===== src/rtl/johnson_step_ctrl_pkg.sv =====
// rtl/johnson_step_ctrl_pkg.sv - shared FSM state and direction encodings for the Johnson step sequencer
package johnson_step_ctrl_pkg;

    typedef enum logic [1:0] {
        IDLE = 2'd0,
        RUN  = 2'd1,
        DONE = 2'd2
    } state_t;

    localparam logic DIR_FWD = 1'b1;
    localparam logic DIR_REV = 1'b0;

endpackage


===== src/rtl/johnson_step_ctrl_if.sv =====
// rtl/johnson_step_ctrl_if.sv - step command valid/ready channel
interface johnson_step_ctrl_if #(
    parameter int CNT_W = 8,
    parameter int DIV_W = 8
);

    logic             cmd_valid;
    logic             cmd_ready;
    logic [CNT_W-1:0] cmd_steps;
    logic             cmd_dir;
    logic [DIV_W-1:0] cmd_div;

    modport master (
        output cmd_valid,
        output cmd_steps,
        output cmd_dir,
        output cmd_div,
        input  cmd_ready
    );

    modport slave (
        input  cmd_valid,
        input  cmd_steps,
        input  cmd_dir,
        input  cmd_div,
        output cmd_ready
    );

endinterface


===== src/rtl/johnson_step_ctrl_shift.sv =====
// rtl/johnson_step_ctrl_shift.sv - bidirectional Johnson phase register with legality decode
module johnson_shift
    import johnson_step_ctrl_pkg::*;
#(
    parameter int W = 4
) (
    input  logic         clk,
    input  logic         rst,
    input  logic         step_en,
    input  logic         dir,
    input  logic         clr,
    output logic [W-1:0] phase,
    output logic         legal
);

    int unsigned n_edges;

    always_ff @(posedge clk) begin
        if (!rst) begin
            phase <= '0;
        end else if (clr) begin
            phase <= '0;
        end else if (step_en) begin
            if (dir == DIR_FWD) begin
                phase <= {~phase[0], phase[W-1:1]};
            end else begin
                phase <= {phase[W-2:0], ~phase[W-1]};
            end
        end
    end

    // A legal Johnson code has at most one 0/1 boundary between adjacent stages.
    always_comb begin
        n_edges = 0;
        for (int i = 0; i < W - 1; i++) begin
            if (phase[i] != phase[i+1]) begin
                n_edges = n_edges + 1;
            end
        end
        legal = (n_edges <= 1);
    end

endmodule


===== src/rtl/johnson_step_ctrl.sv =====
// rtl/johnson_step_ctrl.sv - command-driven Johnson phase sequencer: FSM, step divider, step counter, flags
module johnson_step_ctrl
    import johnson_step_ctrl_pkg::*;
#(
    parameter int W     = 4,
    parameter int CNT_W = 8,
    parameter int DIV_W = 8
) (
    input  logic                  clk,
    input  logic                  rst,
    johnson_step_ctrl_if.slave    cmd,
    input  logic                  abort,
    output logic [W-1:0]          phase,
    output logic                  busy,
    output logic                  done,
    output logic                  aborted,
    output logic                  err,
    output logic [CNT_W-1:0]      steps_left
);

    state_t           state;
    logic             dir_q;
    logic [DIV_W-1:0] div_q;
    logic [DIV_W-1:0] divcnt;
    logic             accept;
    logic             step_en;
    logic             legal;

    assign cmd.cmd_ready = (state == IDLE) && rst;
    assign accept        = cmd.cmd_valid && cmd.cmd_ready;

    // An illegal code is cleared first; the pending step is retried on a following edge.
    assign step_en = (state == RUN) && !abort && (divcnt == '0) && legal;

    johnson_shift #(
        .W (W)
    ) u_shift (
        .clk     (clk),
        .rst     (rst),
        .step_en (step_en),
        .dir     (dir_q),
        .clr     (~legal),
        .phase   (phase),
        .legal   (legal)
    );

    always_ff @(posedge clk) begin
        if (!rst) begin
            state      <= IDLE;
            busy       <= 1'b0;
            done       <= 1'b0;
            aborted    <= 1'b0;
            err        <= 1'b0;
            steps_left <= '0;
            dir_q      <= DIR_FWD;
            div_q      <= '0;
            divcnt     <= '0;
        end else begin
            case (state)
                IDLE: begin
                    if (accept) begin
                        dir_q      <= cmd.cmd_dir;
                        div_q      <= cmd.cmd_div;
                        divcnt     <= cmd.cmd_div;
                        steps_left <= cmd.cmd_steps;
                        err        <= 1'b0;
                        busy       <= 1'b1;
                        if (cmd.cmd_steps == '0) begin
                            state <= DONE;
                            done  <= 1'b1;
                        end else begin
                            state <= RUN;
                        end
                    end
                end
                RUN: begin
                    if (abort) begin
                        state   <= DONE;
                        done    <= 1'b1;
                        aborted <= 1'b1;
                    end else if (divcnt != '0) begin
                        divcnt <= divcnt - DIV_W'(1);
                    end else if (legal) begin
                        steps_left <= steps_left - CNT_W'(1);
                        divcnt     <= div_q;
                        if (steps_left == CNT_W'(1)) begin
                            state <= DONE;
                            done  <= 1'b1;
                        end
                    end
                end
                DONE: begin
                    state   <= IDLE;
                    busy    <= 1'b0;
                    done    <= 1'b0;
                    aborted <= 1'b0;
                end
                default: begin
                    state <= IDLE;
                    busy  <= 1'b0;
                    done  <= 1'b0;
                end
            endcase
            // Written last so a corrupt code seen on the accepting edge still latches err.
            if (!legal) begin
                err <= 1'b1;
            end
        end
    end

endmodule

===== src/flat_wrapper.sv =====
// flat-port wrapper written by rule: the top's interface ports become plain ports
module johnson_step_ctrl_flat import johnson_step_ctrl_pkg::*;
#(
    parameter int W     = 4,
    parameter int CNT_W = 8,
    parameter int DIV_W = 8
)
  (clk, rst, abort, phase, busy, done, aborted, err, steps_left, cmd_cmd_valid, cmd_cmd_steps, cmd_cmd_dir, cmd_cmd_div, cmd_cmd_ready);
  johnson_step_ctrl_if #(.CNT_W(CNT_W), .DIV_W(DIV_W)) cmd_i ();
  input  logic clk;
  input  logic rst;
  input  logic abort;
  output logic [W-1:0] phase;
  output logic busy;
  output logic done;
  output logic aborted;
  output logic err;
  output logic [CNT_W-1:0] steps_left;
  input wire logic [$bits(cmd_i.cmd_valid)-1:0] cmd_cmd_valid;
  input wire logic [$bits(cmd_i.cmd_steps)-1:0] cmd_cmd_steps;
  input wire logic [$bits(cmd_i.cmd_dir)-1:0] cmd_cmd_dir;
  input wire logic [$bits(cmd_i.cmd_div)-1:0] cmd_cmd_div;
  output wire logic [$bits(cmd_i.cmd_ready)-1:0] cmd_cmd_ready;
  assign cmd_i.cmd_valid = cmd_cmd_valid;
  assign cmd_i.cmd_steps = cmd_cmd_steps;
  assign cmd_i.cmd_dir = cmd_cmd_dir;
  assign cmd_i.cmd_div = cmd_cmd_div;
  assign cmd_cmd_ready = cmd_i.cmd_ready;
  johnson_step_ctrl #(.W(W), .CNT_W(CNT_W), .DIV_W(DIV_W)) u_core (.clk(clk), .rst(rst), .cmd(cmd_i), .abort(abort), .phase(phase), .busy(busy), .done(done), .aborted(aborted), .err(err), .steps_left(steps_left));
endmodule

===== config.mk =====
export PLATFORM = sky130hd
export DESIGN_NAME = johnson_step_ctrl_flat
export DESIGN_NICKNAME = d
export VERILOG_FILES = /design/src/rtl/johnson_step_ctrl_pkg.sv /design/src/rtl/johnson_step_ctrl_if.sv /design/src/rtl/johnson_step_ctrl_shift.sv /design/src/rtl/johnson_step_ctrl.sv /design/src/flat_wrapper.sv
export SDC_FILE = /design/constraint.sdc
export NUM_CORES = 1
export LEC_CHECK = 0
export CORE_UTILIZATION = 33
export DETAILED_ROUTE_END_ITERATION = 10
export PLACE_DENSITY = 0.57
export SLEW_MARGIN = 30
export SYNTH_ARGS = -nofsm -noshare
export SYNTH_HDL_FRONTEND = slang
export SYNTH_HIERARCHICAL = 1
export SYNTH_SLANG_ARGS = --single-unit

===== constraint.sdc =====
create_clock -name clk -period 2.6 [get_ports clk]
set_input_delay 0.26 -clock clk [delete_from_list [all_inputs] [get_ports clk]]
set_output_delay 0.26 -clock clk [all_outputs]
set_load 0.05 [all_outputs]

**Word level (Yosys, flattened, before mapping)**

Index checks and enable logic that the tools add are counted.

- Mux-type cells: 35
- Divide/modulo/power cells: 0
- Shift operators: 0
- Bitwise logic cells: 3
- Multiply operators: 0
- Magnitude comparators: 1
- Add/sub/neg operators: 4
- Eq/ne operators: 18
- Reductions and logical operators: 21

Operators by type and width:

| kind | number |
|---|---|
| adder 32 x 1 -> 32 bit (second input constant) | 2 |
| 2-to-1 mux 32 bit | 2 |
| 2-to-1 mux 8 bit | 8 |
| less-or-equal comparator 32 x 1 -> 1 bit (second input constant) | 1 |
| one-hot mux 8 bit (2 select lines) | 2 |
| logical NOT 8 bit | 2 |
| subtractor 8 x 1 -> 8 bit (second input constant) | 2 |
| 2-to-1 mux 1 bit | 12 |
| 2-to-1 mux 2 bit | 6 |
| != test 2 bit (second input constant) | 5 |
| AND reduction 2 bit | 5 |
| AND reduction 5 bit | 2 |
| == test 8 x 1 -> 1 bit (second input constant) | 1 |
| AND reduction 4 bit | 2 |
| nonzero test 8 bit | 1 |
| != test 2 x 1 -> 1 bit (second input constant) | 3 |
| != test 3 x 2 -> 1 bit (second input constant) | 2 |
| != test 3 bit (second input constant) | 2 |
| one-hot mux 1 bit (2 select lines) | 3 |
| logical AND 1 bit | 5 |
| 2-to-1 mux 4 bit | 1 |
| one-hot mux 2 bit (2 select lines) | 1 |
| nonzero test 2 bit | 2 |
| != test 1 bit | 3 |
| 5 further kinds | 7 |

- Memory bits (writable): 0
- Input bits: 21
- Logic and storage cells: 92
- Memories: 0
- Latch bits: 0
- Bits in registers: 35
- Output and inout bits: 17
- Memory bits (read-only): 0

**Longest topological paths before layout**

Gate-level depths: netlist (run 1).

- Word-level depth: 11
- Depth in mapped cells: 9
- Gate-level depth less buffers: 7

**Hierarchy**

The synthesis (run 1) kept the hierarchy.

Modules (own cells, without submodules):

| module | area an instance (sq um) | sequential area each (sq um) | cells each | instances |
|---|---|---|---|---|
| johnson_step_ctrl | 1670.4 | 620.6 | 212 | 1 |
| johnson_shift | 225.2 | 80.1 | 24 | 1 |

**Least setup slack after synthesis (run 1)**

No wires, ideal clock.

- Path type: register -> register
- From: register u_core.state[1]
- To: register u_core.divcnt[0]
- Library setup time: 0.092 ns
- Clock period less this slack: 2.817 ns
- Path buffers: 2
- Setup slack: -0.217 ns
- Arrival: 2.724 ns
- Data required time: 2.508 ns
- Stages on the path, launching flop included: 8
- Cell sequence: dfxtp_1 > clkbuf_1 > nor3b_1 > nand2_1 > a32oi_2 > buf_2 > o211ai_1 > o32ai_1

- Word-level cells in the longest chain between the ends: 5
- Elaborated cells between the ends (all ways): 10
- Those cells by class: eq/ne (4); mux (1); reduce/logical (5)

Ends and longest elaborated chain:

| item | RTL line | source |
|---|---|---|
| start, declared | johnson_step_ctrl.sv:21 | `state_t state;` |
| start signal, assigned | johnson_step_ctrl.sv:49 | `state <= IDLE;` |
| start signal, assigned | johnson_step_ctrl.sv:69 | `state <= DONE;` |
| start signal, assigned | johnson_step_ctrl.sv:72 | `state <= RUN;` |
| logical NOT 2 bit | johnson_step_ctrl.sv:29 | `assign cmd.cmd_ready = (state == IDLE) && rst;` |
| logical AND 1 bit | johnson_step_ctrl.sv:29 |  |
| net cmd_cmd_ready | flat_wrapper.sv:23 | `output wire logic [$bits(cmd_i.cmd_ready)-1:0] cmd_cmd_ready;` |
| logical AND 1 bit | johnson_step_ctrl.sv:30 | `assign accept = cmd.cmd_valid && cmd.cmd_ready;` |
| != test 2 x 1 -> 1 bit (no line) | n/a |  |
| AND reduction 4 bit (no line) | n/a |  |
| end signal, assigned | johnson_step_ctrl.sv:64 | `divcnt <= cmd.cmd_div;` |
| end signal, assigned | johnson_step_ctrl.sv:82 | `divcnt <= divcnt - DIV_W'(1);` |
| end signal, assigned | johnson_step_ctrl.sv:85 | `divcnt <= div_q;` |
| end, declared | johnson_step_ctrl.sv:24 | `logic [DIV_W-1:0] divcnt;` |

The timed path passes the listed nets, and every way through them passes these cells.
A chain may end at the register's enable or synchronous reset.

**Worst setup path after layout (run 1)**

- From: register u_core.u_shift.phase[0]
- To: register u_core.steps_left[0]

- Word-level cells in the longest chain between the ends: 9

Ends and longest elaborated chain:

| item | RTL line | source |
|---|---|---|
| start, declared | johnson_step_ctrl_shift.sv:12 | `output logic [W-1:0] phase,` |
| start signal, assigned | johnson_step_ctrl_shift.sv:25 | `phase <= {~phase[0], phase[W-1:1]};` |
| start signal, assigned | johnson_step_ctrl_shift.sv:27 | `phase <= {phase[W-2:0], ~phase[W-1]};` |
| != test 1 bit (*) | johnson_step_ctrl_shift.sv:36 | `if (phase[i] != phase[i+1]) begin` |
| 2-to-1 mux 1 bit (*) | johnson_step_ctrl_shift.sv:36 |  |
| adder 32 x 1 -> 32 bit | johnson_step_ctrl_shift.sv:37 | `n_edges = n_edges + 1;` |
| 2-to-1 mux 32 bit (*) | johnson_step_ctrl_shift.sv:36 |  |
| adder 32 x 1 -> 32 bit | johnson_step_ctrl_shift.sv:37 |  |
| 2-to-1 mux 32 bit (*) | johnson_step_ctrl_shift.sv:36 |  |
| less-or-equal comparator 32 x 1 -> 1 bit (*) | johnson_step_ctrl_shift.sv:40 | `legal = (n_edges <= 1);` |
| net u_core.legal | johnson_step_ctrl.sv:27 | `logic legal;` |
| != test 2 x 1 -> 1 bit (no line) (*) | n/a |  |
| AND reduction 5 bit (no line) (*) | n/a |  |
| end signal, assigned | johnson_step_ctrl.sv:65 | `steps_left <= cmd.cmd_steps;` |
| end signal, assigned | johnson_step_ctrl.sv:84 | `steps_left <= steps_left - CNT_W'(1);` |
| end, declared | johnson_step_ctrl.sv:18 | `output logic [CNT_W-1:0] steps_left` |

The timed path passes the listed nets; every way through them passes the cells marked *.

==> summary.txt, run 1 <==
Outcome
  – Status: completed

Clock network
  – CTS Hold Bufs: 0
  – Cts repair resizes: 0
  – Clk sinks: 35
  – Clk root buf: clkbuf_8
  – TritonCTS clock tree: yes
  – Clock-pin slew of the registers on the worst-case setup and hold paths: 70 ps
  – Num CTS Buffers: 5
  – Setup bufs post-CTS: 0
  – H-tree levels: 2
  – Worst-Skew Late Latency: 290 ps
  – Clock Tree Buf Depth: 2

Pwr
  – Worst VDD drop: 300 uV
  – Lkg Pwr: 0.937 nW
  – Power per cell area: 655 nW/um^2

STA
  – Setup TNS: 0 ps
  – Period minus WS final: 2330 ps
  – Final Max Tran Viols: 0
  – RSZ-0062 raised after global routing: no
  – Achievable frequency: 0.430 GHz
  – Setup ws final: 272 ps
  – Relative slew slack: 0.611
  – Pin slew with the least headroom to its limit: 584 ps
  – Fin crit share: 0.895
  – Post-Route Skew: 6.81 ps
  – Final-report setup violation count: 0
  – Final Hold Vio Count: 0

Drt
  – Final antenna-violating net count: 0
  – WL met2: 2210 um
  – Initial DRC count: 147
  – Post-route DRC: 0
  – Final wirelength: 4890 um
  – Avg WL per Cell: 14.2 um
  – Drt via density: 5.32
  – Metal-1 WL: 2470 um
  – Met3 WL: 182 um
  – Pre-antenna DRT Iters: 4
  – Vias: 1830
  – Top Layer Used: met4

Global route
  – Total GRT Usage: 0.173
  – Number of global-route vias before repair: 1691
  – First-pass GRT wire length: 8180 um
  – Initial antenna violation count: 0
  – Largest net degree at the start of global routing: 25
  – Remaining global-route overflow: 0

Floorplanning
  – Core area: 5510 sq um
  – FP Rows: 27
  – Initial core utilization: 0.344
  – IO Count: 38
  – Die area: 6050 sq um
  – Die height: 77.8 um
  – Die width: 77.8 um

Placement
  – Gpl congestion: 0.794
  – Pre-CTS WS: 293 ps
  – Post-DP HPWL: 3440 um
  – Buffers on Ports: 37
  – Placed cell count: 338
  – DP Area: 2370 sq um

Synth
  – Yosys cell types: 48
  – Synth warn: 6
  – Count leader, synth: dfxtp_1
  – Post-Synthesis Cells: 236
  – Avg Synthesized Cell Area: 8.03 sq um
  – Synth top area share: 0.370
  – Flops & latches, synth: 35
  – Post-Syn Area: 1900 sq um
  – Post-synth top cells: dfxtp_1, nand2_1, nor2_1
  – Sequential area share after synthesis: 0.370
  – Syn nets: 261
  – Ys flop type: dfxtp_1
  – EDFF count, synth: 0
  – Leading area contributor after synthesis: dfxtp_1
  – Largest cells by area after synthesis: dfxtp_1, nand2_1, nor2_1
  – Post-synth ARST share: 0

Critical path
  – CP Data Required Time: 2810 ps
  – Startpoint types: register
  – CP startpoint: u_core/u_shift/phase[0]$_SDFFE_PP0P_
  – Crit-path max FO: 16
  – Crit path DAT: 2540 ps
  – Worst flop-to-flop path startpoint: u_core/u_shift/phase[0]$_SDFFE_PP0P_
  – Worst reg2reg setup slack: 270 ps
  – WS Path Type: register to register
  – R2R cell count: 6
  – Worst R2R End: u_core/steps_left[0]$_SDFFE_PN0P_
  – Nature of the critical path endpoint: register
  – Critical path destination: u_core/steps_left[0]$_SDFFE_PN0P_

Job
  – # Max-Cap Violations: 0

Final layout
  – Multi-input gate area: 1120 sq um
  – FILL cells: 572
  – Layout cells sized above 1: 0.0846
  – Area grow syn2layout: 28.6%
  – Diodes inserted: 0
  – Post-route cell area: 2440 sq um
  – NumNets Final: 298
  – Util after Layout: 0.443
  – Final non-filler cell total: 344
  – Register area: 701 sq um

Min path
  – Hold Crit Class: register to register
-- worst min path at each step --
stage	from	endpoint	slack, ps	depth (start not counted)
2_1_floorplan	cmd_cmd_div[0]	u_core/div_q[0]$_SDFFE_PN0P_	360	2
6_report	u_core/busy$_SDFFE_PN0P_	u_core/busy$_SDFFE_PN0P_	440	2
3_3_place_gp	u_core/busy$_SDFFE_PN0P_	u_core/busy$_SDFFE_PN0P_	430	2
3_5_place_dp	u_core/busy$_SDFFE_PN0P_	u_core/busy$_SDFFE_PN0P_	440	2
5_1_grt	u_core/done$_SDFFE_PN0P_	u_core/done$_SDFFE_PN0P_	470	1
4_1_cts	u_core/busy$_SDFFE_PN0P_	u_core/busy$_SDFFE_PN0P_	450	2
-- cells in the final DEF (no fill, tap or decap), types with 4 or more instances in the layout --
cell type,n
ha_1,4
buf_4,7
o211ai_1,5
o21ai_0,10
a21oi_1,14
nand3_1,14
nand2_1,34
nand2b_1,4
a31oi_1,4
nor2_1,23
dfxtp_1,35
clkbuf_8,5
nor3_1,8
a211oi_1,5
clkdlybuf4s50_1,36
inv_1,7
mux2i_1,4
o31ai_1,4
-- final cells by class --
cell class	count	share of cell area
Clock buffer	6	0.0298
Inverter	7	0.0108
Multi-Input combinational cell	180	0.458
Sequential cell	35	0.287
Tap cell	72	0.0369
Timing Repair Buffer	44	0.178
-- per-stage QoR --
step / total power, mW / hold slack [ps]
2_1_floorplan: 1.06 / 359
3_3_place_gp: 1.24 / 432
5_1_grt: 1.71 / 475
4_1_cts: 1.61 / 447
6_report: 1.60 / 443
3_5_place_dp: 1.24 / 437
-- state kept, by name, summed over array words and instances, names as in the netlist --
signal,count
u_core/aborted,1
u_core/divcnt,8
u_core/div_q,8
u_core/state,2
u_core/err,1
u_core/done,1
u_core/dir_q,1
u_core/u_shift/phase,4
u_core/busy,1
u_core/steps_left,8
-- worst max-delay path, stage by stage (launching register included) --
cell and delay, ps:
dfxtp_1 430, mux2_2 360, mux2i_1 220, inv_1 180, o31a_1 520, or3_1 390, a31oi_1 160
-- per-layer routing --
metal,global-route usage,vias to the layer above
met4,0.0623,0
met1,0.239,861
li1,-,928
met3,0.0388,2
met5,0,-
met2,0.261,39
-- power by group --
part	leakage, nW	switching (mW)	internal (mW)
combinational	0.612	0.341	0.234
sequential	0.287	0.0647	0.593
clock	0.0371	0.185	0.178
total	0.937	0.590	1.01
-- logic make-up (layout without fill, tap and decap cells) --
logic type,Yosys count,after routing,synth area share
AOI/OAI and AO/OA,61,61,0.224
xor gates and xnor gates,4,4,0.0185
adders and majority gates,4,4,0.0264
buffers and inverters,21,57,0.0442
DFF,35,35,0.370
muxes,7,7,0.0389
and+or+nand+nor,104,104,0.279
Power figures use the tool's default switching activity.
==> inputs of run 2 (changes only) <==
Settings changed: TNS_END_PERCENT from default to 30.
==> results of run 2 <==
No change in the layout: final DEF, timing and power equal those of run 1.
